### src/rtl/pipe_ctrl_pkg.sv
// Shared definitions for the 5-stage pipeline sequencer and the decode-stage control unit.
package pipe_ctrl_pkg;

    typedef enum logic [1:0] {
        ST_RUN      = 2'd0,
        ST_MEM_WAIT = 2'd1,
        ST_TRAP     = 2'd2
    } state_e;

    localparam logic [4:0] REG_ZERO = 5'd0;

    localparam logic [5:0] OP_LW  = 6'b100011;
    localparam logic [5:0] OP_SW  = 6'b101011;
    localparam logic [5:0] OP_BEQ = 6'b000100;
    localparam logic [5:0] OP_J   = 6'b000010;

endpackage : pipe_ctrl_pkg

### src/rtl/load_use_detect.sv
// Load-use hazard compare: a load in EX whose destination feeds the instruction in ID.
module load_use_detect
    import pipe_ctrl_pkg::*;
#(
    parameter int unsigned REG_W = 5
) (
    input  logic             idex_memread,
    input  logic [REG_W-1:0] idex_rt,
    input  logic [REG_W-1:0] id_rs,
    input  logic [REG_W-1:0] id_rt,
    input  logic             id_uses_rt,
    output logic             lu_haz
);

    logic w_dst_live;
    logic w_rs_hit;
    logic w_rt_hit;

    // $zero is never a real dependency
    assign w_dst_live = (idex_rt != REG_W'(REG_ZERO));
    assign w_rs_hit   = (idex_rt == id_rs);
    assign w_rt_hit   = id_uses_rt & (idex_rt == id_rt);
    assign lu_haz     = idex_memread & w_dst_live & (w_rs_hit | w_rt_hit);

endmodule : load_use_detect

### src/rtl/pipeline_hazard_ctrl.sv
// Pipeline sequencer: load-use bubbles, branch/jump flushes, memory-wait freeze and timeout trap.
module pipeline_hazard_ctrl
    import pipe_ctrl_pkg::*;
#(
    parameter int unsigned REG_W       = 5,
    parameter int unsigned MEM_TIMEOUT = 16,
    parameter int unsigned CNT_W       = 16
) (
    input  logic             clk,
    input  logic             rst_n,
    input  logic [REG_W-1:0] id_rs,
    input  logic [REG_W-1:0] id_rt,
    input  logic             id_uses_rt,
    input  logic             id_jump,
    input  logic             idex_memread,
    input  logic [REG_W-1:0] idex_rt,
    input  logic             ex_branch_taken,
    input  logic             mem_access,
    input  logic             dmem_ready,
    output logic             pc_write,
    output logic             ifid_write,
    output logic             ifid_flush,
    output logic             idex_bubble,
    output logic             pipe_freeze,
    output logic             mem_timeout,
    output logic [CNT_W-1:0] stall_count
);

    localparam int unsigned WAIT_W = $clog2(MEM_TIMEOUT + 1);

    state_e            r_state;
    state_e            w_state_nxt;
    logic [WAIT_W-1:0] r_wait_cnt;
    logic [WAIT_W-1:0] w_wait_cnt_nxt;
    logic [CNT_W-1:0]  r_stall_cnt;
    logic              r_mem_timeout;
    logic              w_lu_haz;
    logic              w_mem_busy;
    logic              w_freeze;
    logic              w_limit;

    load_use_detect #(
        .REG_W (REG_W)
    ) u_load_use_detect (
        .idex_memread (idex_memread),
        .idex_rt      (idex_rt),
        .id_rs        (id_rs),
        .id_rt        (id_rt),
        .id_uses_rt   (id_uses_rt),
        .lu_haz       (w_lu_haz)
    );

    assign w_mem_busy = mem_access & ~dmem_ready;

    // r_wait_cnt counts completed frozen cycles, so the current MEM_WAIT cycle is number r_wait_cnt+1
    assign w_limit = (r_wait_cnt == WAIT_W'(MEM_TIMEOUT - 1));

    assign w_freeze = ((r_state == ST_RUN) & w_mem_busy)
                    | ((r_state == ST_MEM_WAIT) & ~dmem_ready)
                    | (r_state == ST_TRAP);

    always_ff @(posedge clk or negedge rst_n) begin
        if (!rst_n) begin
            r_state    <= ST_RUN;
            r_wait_cnt <= '0;
        end else begin
            r_state    <= w_state_nxt;
            r_wait_cnt <= w_wait_cnt_nxt;
        end
    end

    always_comb begin
        w_state_nxt    = r_state;
        w_wait_cnt_nxt = r_wait_cnt;
        case (r_state)
            ST_RUN: begin
                if (w_mem_busy) begin
                    w_state_nxt    = ST_MEM_WAIT;
                    w_wait_cnt_nxt = WAIT_W'(1);
                end
            end
            ST_MEM_WAIT: begin
                if (dmem_ready) begin
                    w_state_nxt    = ST_RUN;
                    w_wait_cnt_nxt = '0;
                end else if (w_limit) begin
                    w_state_nxt = ST_TRAP;
                end else begin
                    w_wait_cnt_nxt = r_wait_cnt + WAIT_W'(1);
                end
            end
            ST_TRAP: begin
                w_state_nxt = ST_TRAP;
            end
            default: begin
                w_state_nxt    = ST_RUN;
                w_wait_cnt_nxt = '0;
            end
        endcase
    end

    // Priority mux: freeze, taken branch, load-use, jump, normal advance
    always_comb begin
        pc_write    = 1'b1;
        ifid_write  = 1'b1;
        ifid_flush  = 1'b0;
        idex_bubble = 1'b0;
        pipe_freeze = 1'b0;
        if (!rst_n) begin
            pc_write = 1'b1;
        end else if (w_freeze) begin
            pipe_freeze = 1'b1;
            pc_write    = 1'b0;
            ifid_write  = 1'b0;
        end else if (ex_branch_taken) begin
            ifid_flush  = 1'b1;
            idex_bubble = 1'b1;
        end else if (w_lu_haz) begin
            pc_write    = 1'b0;
            ifid_write  = 1'b0;
            idex_bubble = 1'b1;
        end else if (id_jump) begin
            ifid_flush = 1'b1;
        end
    end

    always_ff @(posedge clk or negedge rst_n) begin
        if (!rst_n) begin
            r_mem_timeout <= 1'b0;
        end else if (w_state_nxt == ST_TRAP) begin
            r_mem_timeout <= 1'b1;
        end
    end

    always_ff @(posedge clk or negedge rst_n) begin
        if (!rst_n) begin
            r_stall_cnt <= '0;
        end else if (!pc_write && (r_stall_cnt != '1)) begin
            r_stall_cnt <= r_stall_cnt + CNT_W'(1);
        end
    end

    assign mem_timeout = r_mem_timeout;
    assign stall_count = r_stall_cnt;

endmodule : pipeline_hazard_ctrl

### config.mk
export PLATFORM = sky130hd
export DESIGN_NAME = pipeline_hazard_ctrl
export DESIGN_NICKNAME = d
export VERILOG_FILES = /design/src/rtl/pipe_ctrl_pkg.sv /design/src/rtl/load_use_detect.sv /design/src/rtl/pipeline_hazard_ctrl.sv
export SDC_FILE = /design/constraint.sdc
export NUM_CORES = 1
export LEC_CHECK = 0
export CORE_MARGIN = 1
export CORE_UTILIZATION = 49
export CTS_CLUSTER_DIAMETER = 50
export DETAILED_ROUTE_END_ITERATION = 8
export PLACE_DENSITY = 0.9
export RECOVER_POWER = 50
export SLEW_MARGIN = 20
export SYNTH_ARGS = -nofsm -noshare
export SYNTH_HDL_FRONTEND = slang
export SYNTH_SLANG_ARGS = --single-unit
### constraint.sdc
create_clock -name clk -period 5.6 [get_ports clk]
set_clock_uncertainty 0.1 [all_clocks]
set_input_delay 0.84 -clock clk [delete_from_list [all_inputs] [get_ports clk]]
set_output_delay 0.84 -clock clk [all_outputs]
set_load 0.01 [all_outputs]
==> impl_metrics.json <==
{
  "crit_fanout": 28,
  "status": "finished, final reports clean",
  "async_flop_share_pct": 100.0,
  "setup_viol": 0,
  "rsz0062_at_grt": "false",
  "grt_pass1_wl_um": 4864,
  "synth_edf_count": 0,
  "gp_congestion": 0.7772,
  "ys_types": 38,
  "critical_path_class": "in -> out",
  "grt_max_degree": 29,
  "rrSetupSlack_ns": 3.34,
  "synth-seq-cells": 24,
  "syn-mean-instance-area_um2": 9.982,
  "clkTransAtPathRegs_ns": 0.12,
  "tns_ns": 0,
  "rr_endpoint": "stall_count[13]",
  "numCtsBuffers": 3,
  "worstPathCellList": "dlygate4sd3_1 > clkbuf_1 > inv_1 > nor2_1 > a31oi_1 > clkdlybuf4s50_1",
  "drt-pass1-iter-count": 5,
  "core_um2": 2545,
  "numClockSinks": 24,
  "min_period_ns": 4.308,
  "drive_gt1_share_pct": 6.111,
  "ant_nets": 0,
  "fin_nets": 207,
  "cp.required_ns": 4.66,
  "synth_common_cells": "24 x dfrtp_1, 16 x xnor2_1, 14 x nand2_1, 11 x xor2_1, 9 x nor2_1",
  "die_h_um": 54.44,
  "cts_setup_buffers": 0,
  "dp_slack_ns": 1.686,
  "fin_ws_ns": 1.292,
  "antenna_found_initial": 0,
  "leakagePower_nw": 0.7672,
  "avgViaCountPerCell": 5.538,
  "worstPathArrival_ns": 3.37,
  "dp_hpwl_um": 2416,
  "die_area_um2": 2964,
  "holdPathEnd": "mem_timeout",
  "drc": 0,
  "fin_crit_sh_pct": 76.93,
  "start_kind": "input pin",
  "drtIter0Drc": 20,
  "die_w_um": 54.44,
  "hold_depth": 1,
  "r2r-start": "stall_count[0]",
  "netlist_top_cells_area": "dfrtp_1 45%, xnor2_1 10%, xor2_1 7.1%",
  "cts.path.max_buffers": 2,
  "syn_area_um2": 1348,
  "r2r_cells": 7,
  "relSlewSlack_pct": 8.664,
  "htreeDepth": 1,
  "port_buffers": 44,
  "slew_violations": 0,
  "wirelength_um": 3190,
  "initial_utilization_pct": 52.95,
  "grt_overflow": 0,
  "ioPinCount": 45,
  "cts_tree": "built",
  "area_delta_synth_final_pct": 36.49,
  "antennaDiodeCount": 0,
  "grt_pass1_vias": 1159,
  "grt_usage_pct": 23.72,
  "cpLargestDelayFamily": "buffers and inverters",
  "synth_nets": 161,
  "cts_resized": 0,
  "worstHoldPathType": "reg -> reg",
  "ir_worst_vdd_uv": 189.7,
  "min_from": "mem_timeout",
  "ys_seq_area_share_pct": 44.57,
  "num_rows": 18,
  "slowest_delay_ns": 1.00,
  "synth_top_area_share_pct": 44.57,
  "clock_latency_ns": 0.33,
  "synth_most_common_cell": "dfrtp_1",
  "wl_per_cell_um": 15.19,
  "max_slew.worst_pin.slew_ns": 1.370,
  "holdBufCountCts": 0,
  "vias": 1163,
  "cp_slowest_cell": "clkbuf_1",
  "fmax_mhz": 232.1,
  "end_kind": "primary output",
  "worstPathBufferInverterCount": 4,
  "max_cap_violations": 0,
  "finalHoldViolCount": 0,
  "synth_top_area_cell": "dfrtp_1",
  "yosys_warnings": 0,
  "setup.worst_path.start": "rst_n",
  "p_per_area_nw_per_um2": 238.0,
  "synth_ff_type": "dfrtp_1",
  "cts-root-buf": "clkbuf_4",
  "synthCells": 135
}
logic make-up after synthesis:
kind of cell	after synthesis	share of synthesized area, %
AO/OA/AOI/OAI	19	9.936
XOR/XNOR	27	17.55
adder cells (fa/ha/maj)	3	2.786
buffers and inverters	7	2.786
flip-flops	24	44.57
multiplexers	2	1.578
AND/OR/NAND/NOR	53	20.80
worst max path at each step:
stage | to | slack (ns) | depth (start not counted)
global placement | ifid_write | 1.75 | 6
detailed placement | pc_write | 1.69 | 6
finish | ifid_write | 1.29 | 6
CTS | pc_write | 1.68 | 6
floorplan | pc_write | 2.57 | 5
global route | ifid_write | 0.87 | 6
stage by stage:
step,hold slack [ns],power [mW],cell area (um^2),instances,util [%]
after floorplan,0.3831,0.2752,1348,135,-
after global placement,0.3491,0.3411,1807,206,70.99
after detailed placement,0.3775,0.3478,1807,206,70.99
after CTS,0.4073,0.4416,1843,210,72.42
after global routing,0.4252,0.4624,1839,210,72.27
final,0.3932,0.4378,1839,210,72.27
worst reg2reg max path, cell delays in order (launching register included):
cell,delay (ns)
dfrtp_1,0.46
ha_1,0.26
nand3_1,0.09
nor2_1,0.12
a311o_1,0.38
o21bai_4,0.36
nand4_1,0.18
xnor2_1,0.23
power breakdown:
part / switching (mW) / internal (mW) / total, mW / leakage (nW)
Combinational: 0.0504 / 0.0716 / 0.122 / 0.423
Clock: 0.0532 / 0.0399 / 0.0931 / 0.0210
Sequential: 0.0295 / 0.193 / 0.223 / 0.323
Total: 0.133 / 0.305 / 0.438 / 0.767
layout by cell type, fill, tap and decap left out, types with 2 or more instances in the layout:
cell             synthesis  routed
a21oi_1                  4       4
and3_1                   3       3
clkbuf_4                 0       3
clkdlybuf4s50_1          0      39
dfrtp_1                 24      24
dlygate4sd3_1            0       5
ha_1                     3       3
inv_1                    3       3
nand2_1                 14      14
nand2b_1                 2       2
nand3_1                  7       7
nand4_1                  6       6
nor2_1                   9       9
nor2b_1                  2       2
o21ai_0                  5       5
or2_2                    2       2
xnor2_1                 16      16
xor2_1                  11      11
flip-flops by register name (all words and copies together), names as in the netlist:
| signal | count |
|---|---|
| r_state | 2 |
| mem_timeout | 1 |
| r_wait_cnt | 5 |
| stall_count | 16 |
final cells by class:
class,count,area (um^2)
Clock buffer,4,36.28
Inverter,3,11.26
Fill cell,210,705.7
Sequential cell,24,600.6
Timing Repair Buffer,45,444.2
Multi-Input combinational cell,104,709.4
Tap cell,30,37.54
routing by layer:
metal / global-route usage, % / vias up / part of all wire [%]
met4: 8.974 / 0 / 1.3
met3: 6.389 / 3 / 9.5
met1: 25.13 / 552 / 39
li1: - / 561 / -
met2: 44.11 / 47 / 50
met5: 0 / - / 0
Note: power is estimated with default switching activity, not from simulation.
